File: config.mk
export PLATFORM = sky130hd
export DESIGN_NAME = rf2p_fifo_ctrl
export DESIGN_NICKNAME = d
export VERILOG_FILES = /design/src/rtl/rf2p_fifo_ctrl.sv
export SDC_FILE = /design/constraint.sdc
export NUM_CORES = 1
export LEC_CHECK = 0
export ABC_AREA = 1
export ABC_CLOCK_PERIOD_IN_PS = 2600
export CELL_PAD_IN_SITES_DETAIL_PLACEMENT = 0
export CELL_PAD_IN_SITES_GLOBAL_PLACEMENT = 1
export CORE_MARGIN = 2
export CORE_UTILIZATION = 31
export CTS_CLUSTER_DIAMETER = 40
export CTS_CLUSTER_SIZE = 8
export DETAILED_ROUTE_END_ITERATION = 8
export HOLD_SLACK_MARGIN = 0.05
export PLACE_DENSITY = 0.77
export SKIP_CTS_REPAIR_TIMING = 1
export SLEW_MARGIN = 5
export SYNTH_ARGS = -nofsm -noshare
export SYNTH_HDL_FRONTEND = slang
export SYNTH_SLANG_ARGS = --single-unit
File: constraint.sdc
create_clock -name clk -period 2.6 [get_ports clk]
set_input_delay 0.52 -clock clk [delete_from_list [all_inputs] [get_ports clk]]
set_output_delay 0.52 -clock clk [all_outputs]
set_load 0.05 [all_outputs]
File: src/rtl/rf2p_fifo_ctrl.sv
// FIFO controller in front of a 2-port register-file macro with 1-cycle registered read.
// A 2-entry output buffer absorbs the read latency so the consumer sees 1 pop/cycle.
module rf2p_fifo_ctrl #(
    parameter int NB_DATA = 16,
    parameter int L_DATA  = 17,
    parameter int L_ADDR  = $clog2(NB_DATA),
    parameter int L_CNT   = $clog2(NB_DATA + 3)
) (
    input  logic              clk,
    input  logic              rst_n,
    input  logic              clear,
    input  logic              push,
    input  logic [L_DATA-1:0] push_data,
    output logic              full,
    output logic              overflow,
    output logic              out_valid,
    output logic [L_DATA-1:0] out_data,
    input  logic              out_ready,
    output logic [L_CNT-1:0]  count,
    output logic              rf_wEn,
    output logic [L_ADDR-1:0] rf_wAddr,
    output logic [L_DATA-1:0] rf_wData,
    output logic              rf_rEn,
    output logic [L_ADDR-1:0] rf_rAddr,
    input  logic [L_DATA-1:0] rf_rData
);

    logic [L_ADDR-1:0] wr_ptr, rd_ptr;
    logic [L_CNT-1:0]  mem_cnt;
    logic              inflight;
    logic [1:0]        ob_cnt;
    logic [L_DATA-1:0] ob_head, ob_tail;
    logic              wr_fire, rd_fire, pop;

    assign full      = (mem_cnt == L_CNT'(NB_DATA));
    assign out_valid = (ob_cnt != 2'd0);
    assign out_data  = ob_head;
    assign count     = mem_cnt + L_CNT'(ob_cnt) + L_CNT'(inflight);

    // Gating with rst_n keeps the macro enables inactive while reset is held.
    assign pop     = out_valid & out_ready & ~clear;
    assign wr_fire = rst_n & ~clear & push & ~full;
    // Issue a read only if the buffer will have room when the data returns.
    assign rd_fire = rst_n & ~clear & (mem_cnt != '0) &
                     ((3'(ob_cnt) + 3'(inflight)) < (3'd2 + 3'(pop)));

    assign rf_wEn   = ~wr_fire;
    assign rf_wAddr = wr_ptr;
    assign rf_wData = push_data;
    assign rf_rEn   = ~rd_fire;
    assign rf_rAddr = rd_ptr;

    always_ff @(posedge clk or negedge rst_n) begin
        if (!rst_n) begin
            wr_ptr   <= '0;
            rd_ptr   <= '0;
            mem_cnt  <= '0;
            inflight <= 1'b0;
            overflow <= 1'b0;
        end else if (clear) begin
            wr_ptr   <= '0;
            rd_ptr   <= '0;
            mem_cnt  <= '0;
            inflight <= 1'b0;
            overflow <= 1'b0;
        end else begin
            if (wr_fire)
                wr_ptr <= (wr_ptr == L_ADDR'(NB_DATA - 1)) ? '0 : wr_ptr + 1'b1;
            if (rd_fire)
                rd_ptr <= (rd_ptr == L_ADDR'(NB_DATA - 1)) ? '0 : rd_ptr + 1'b1;
            mem_cnt  <= mem_cnt + L_CNT'(wr_fire) - L_CNT'(rd_fire);
            inflight <= rd_fire;
            if (push && full)
                overflow <= 1'b1;
        end
    end

    // Output buffer: head is what the consumer sees, tail holds the second entry.
    always_ff @(posedge clk or negedge rst_n) begin
        if (!rst_n) begin
            ob_cnt  <= 2'd0;
            ob_head <= '0;
            ob_tail <= '0;
        end else if (clear) begin
            ob_cnt  <= 2'd0;
            ob_head <= '0;
            ob_tail <= '0;
        end else begin
            case ({inflight, pop})
                2'b10: begin
                    if (ob_cnt == 2'd0) ob_head <= rf_rData;
                    else                ob_tail <= rf_rData;
                    ob_cnt <= ob_cnt + 2'd1;
                end
                2'b01: begin
                    ob_head <= ob_tail;
                    ob_cnt  <= ob_cnt - 2'd1;
                end
                2'b11: begin
                    if (ob_cnt == 2'd1) begin
                        ob_head <= rf_rData;
                    end else begin
                        ob_head <= ob_tail;
                        ob_tail <= rf_rData;
                    end
                end
                default: ;
            endcase
        end
    end

endmodule

==> out/qor.yml <==
status: "complete, no violations"
cts-buffers-inserted: 5
antenna_cells: 0
io_buffers: 56
ir_drop_mv: 0.757
cts_buffer_depth: 2
synth_warnings: 0
p_comb_frac: 0.600
post-route-drc-count: 0
max_cap_viol_count: 0
startpoint_type: "flip-flop"
ys_ff_latch: 51
criticalPathCategory: "reg2out"
startpoint: "ob_cnt[0]"
final_cell_area_sq_um: 3960
clk_pin_slew_ns: 0.09
dp_hpwl_mm: 4.88
syn_area_sq_um: 3050
setup_ws_ns: 0.0874
cts_htree_levels: 2
hold_class: "in2async"
clock_power_share: 0.117
clock.fmax_mhz: 398
num_vias: 2583
endpoint: "count[4]"
slew-limit-headroom: 0.559
power_mw: 3.82
r2r_slack_ns: 0.16
tns_ns: 0
grt_pass1_wl_mm: 11.7
first_iter_violations: 78
cts_sinks: 51
slowest_delay_ns: 0.43
total_leakage_power_nw: 2.06
synth-seq-area-share: 0.419
die-area_sq_um: 10600
drt_wl_total_mm: 6.87
grt_use_total: 0.137
placed_area_sq_um: 3730
reg2reg_depth: 19
grt_max_degree: 52
drt_first_pass_iters: 4
fin_crit_sh: 0.966
fin_crit_ns: 2.51
dp_slack_ns: -0.322
grt_overflow: 0
antenna_found_initial: 0
layout_common_cells: "nand2_1 (112), inv_1 (56), dfrtp_1 (50), nand3_1 (47), clkdlybuf4s50_1 (44)"
wl_per_cell_um: 11.8
grt_pass1_vias: 2515
cp_max_fo: 4
setup_violations: 0
crit_path_end_kind: "output port"
r2r_end: "mem_cnt[4]"
ant_nets: 0
die_w_um: 103
synthDistinctLibCells: 25
path_cells: "inv_2, buf_4, fa_2, inv_2, fa_2, nand2_2, xor2_2, buf_12"
avgSynthCellArea_sq_um: 7.81
core_sq_um: 9640
die_h_um: 103
start_util: 0.316
place_congestion: 0.777
final_common_cell: "nand2_1"
io_pins: 91
cp_slowest_cell: "dfrtp_1"
utilization: 0.410
p_sw_mw: 1.83
worst_pin_slew_ns: 0.661
synth_nets: 446
cts_tree: "yes"
critPathArrivalTime_ns: 1.99
switching_share: 0.478
finalHoldViolCount: 0
seq_power_share: 0.283
cp_data_required_time_ns: 2.08
netlist_instances: 390
power-per-cell-area_nw_per_um2: 967
clock_latency_ns: 0.29
intPower_mw: 2.00
r2r-start: "ob_cnt[0]"
vias_per_cell: 4.45
drv_slew: 0
cts_root_buf: "clkbuf_8"
synthTopCellsByArea: "dfrtp_1 (42%), nand2_1 (14%), nand3_1 (7.9%)"
clock_skew_ns: 0.00526
syn2layout_area_growth_pct: 29.9
fin_nets: 503
layout-drive-gt1-share: 0.172
synth_top_area_share: 0.419
fp-row-count: 36
yosysTopAreaCell: "dfrtp_1"
## layer usage
layer / GRT usage / vias up / part of all wire
met1: 0.183 / 1234 / 0.49
li1: - / 1299 / -
met4: 0.0182 / 0 / 0.0028
met3: 0.0237 / 2 / 0.035
met2: 0.239 / 48 / 0.48
met5: 0 / - / 0
## flip-flops by register name (all words and copies together) (netlist names)
signal / cells
inflight: 1
mem_cnt: 5
ob_cnt: 2
ob_tail: 17
out_data: 17
overflow: 1
rf_rAddr: 4
rf_wAddr: 4
## synth_stat cells
| master | number |
|---|---|
| nand4_1 | 4 |
| nor3_1 | 1 |
| xor2_1 | 5 |
| o22ai_1 | 7 |
| buf_6 | 2 |
| clkinv_2 | 1 |
| buf_8 | 1 |
| a21oi_1 | 6 |
| nand3_1 | 48 |
| inv_4 | 1 |
| nor2_8 | 2 |
| nor2_1 | 18 |
| inv_6 | 1 |
| nand2_1 | 116 |
| nand3_2 | 1 |
| nand2_4 | 3 |
| fa_1 | 3 |
| o21ai_0 | 13 |
| nand3_4 | 1 |
| ha_1 | 14 |
| inv_2 | 3 |
| buf_4 | 19 |
| dfrtp_1 | 51 |
| buf_2 | 6 |
| inv_1 | 63 |
## worst max-delay path, delay by kind of cell (launching register included)
family / cells / cell delay, ns
XOR/XNOR: 1 / 0.21
adder cells (fa/ha/maj): 2 / 0.56
buffers and inverters: 4 / 0.43
flip-flops: 1 / 0.43
AND/OR/NAND/NOR: 1 / 0.08
## stage by stage
step / hold WS [ns] / instances
final: 0.378 / 580
after global routing: 0.429 / 580
after detailed placement: 0.464 / 567
after global placement: 0.462 / 567
after floorplan: 0.224 / 390
after CTS: 0.399 / 574
## power by group through the flow
stage / sequential [mW] / combinational (mW) / clock, mW
after floorplan: 1.43 / 1.16 / 0
after global placement: 1.10 / 2.14 / 0
after detailed placement: 1.10 / 2.15 / 0
after CTS: 1.09 / 2.15 / 0.466
after global routing: 1.11 / 2.53 / 0.495
final: 1.08 / 2.29 / 0.447
## kinds of logic (layout without fill, tap and decap cells)
group | Yosys count | after routing | synth area share
fa+ha+maj | 17 | 17 | 0.0772
compound gates | 26 | 26 | 0.0456
buf+inv | 97 | 154 | 0.157
flops | 51 | 51 | 0.419
xor+xnor | 5 | 5 | 0.0144
simple gates | 194 | 194 | 0.287
## worst min-delay path by stage
stage | endpoint | startpoint | cells past startpoint | slack, ns
after floorplan | inflight | rst_n | 0 | 0.22
after global placement | out_data[13] | out_data[13] | 2 | 0.46
after detailed placement | out_data[5] | out_data[5] | 2 | 0.46
after CTS | out_data[12] | rst_n | 2 | 0.40
after global routing | ob_tail[9] | rst_n | 2 | 0.43
final | rf_rAddr[2] | rst_n | 2 | 0.38
## cell type report
class | instances | area (sq um)
fillers | 1014 | 5680
multi-input cells | 242 | 1380
flip-flops and latches | 51 | 1280
repair buffers | 78 | 774
inverters | 69 | 272
well taps | 133 | 166
clock buffers | 5 | 68.8
clock inverters | 2 | 13.8
Power figures use the tool's default switching activity.
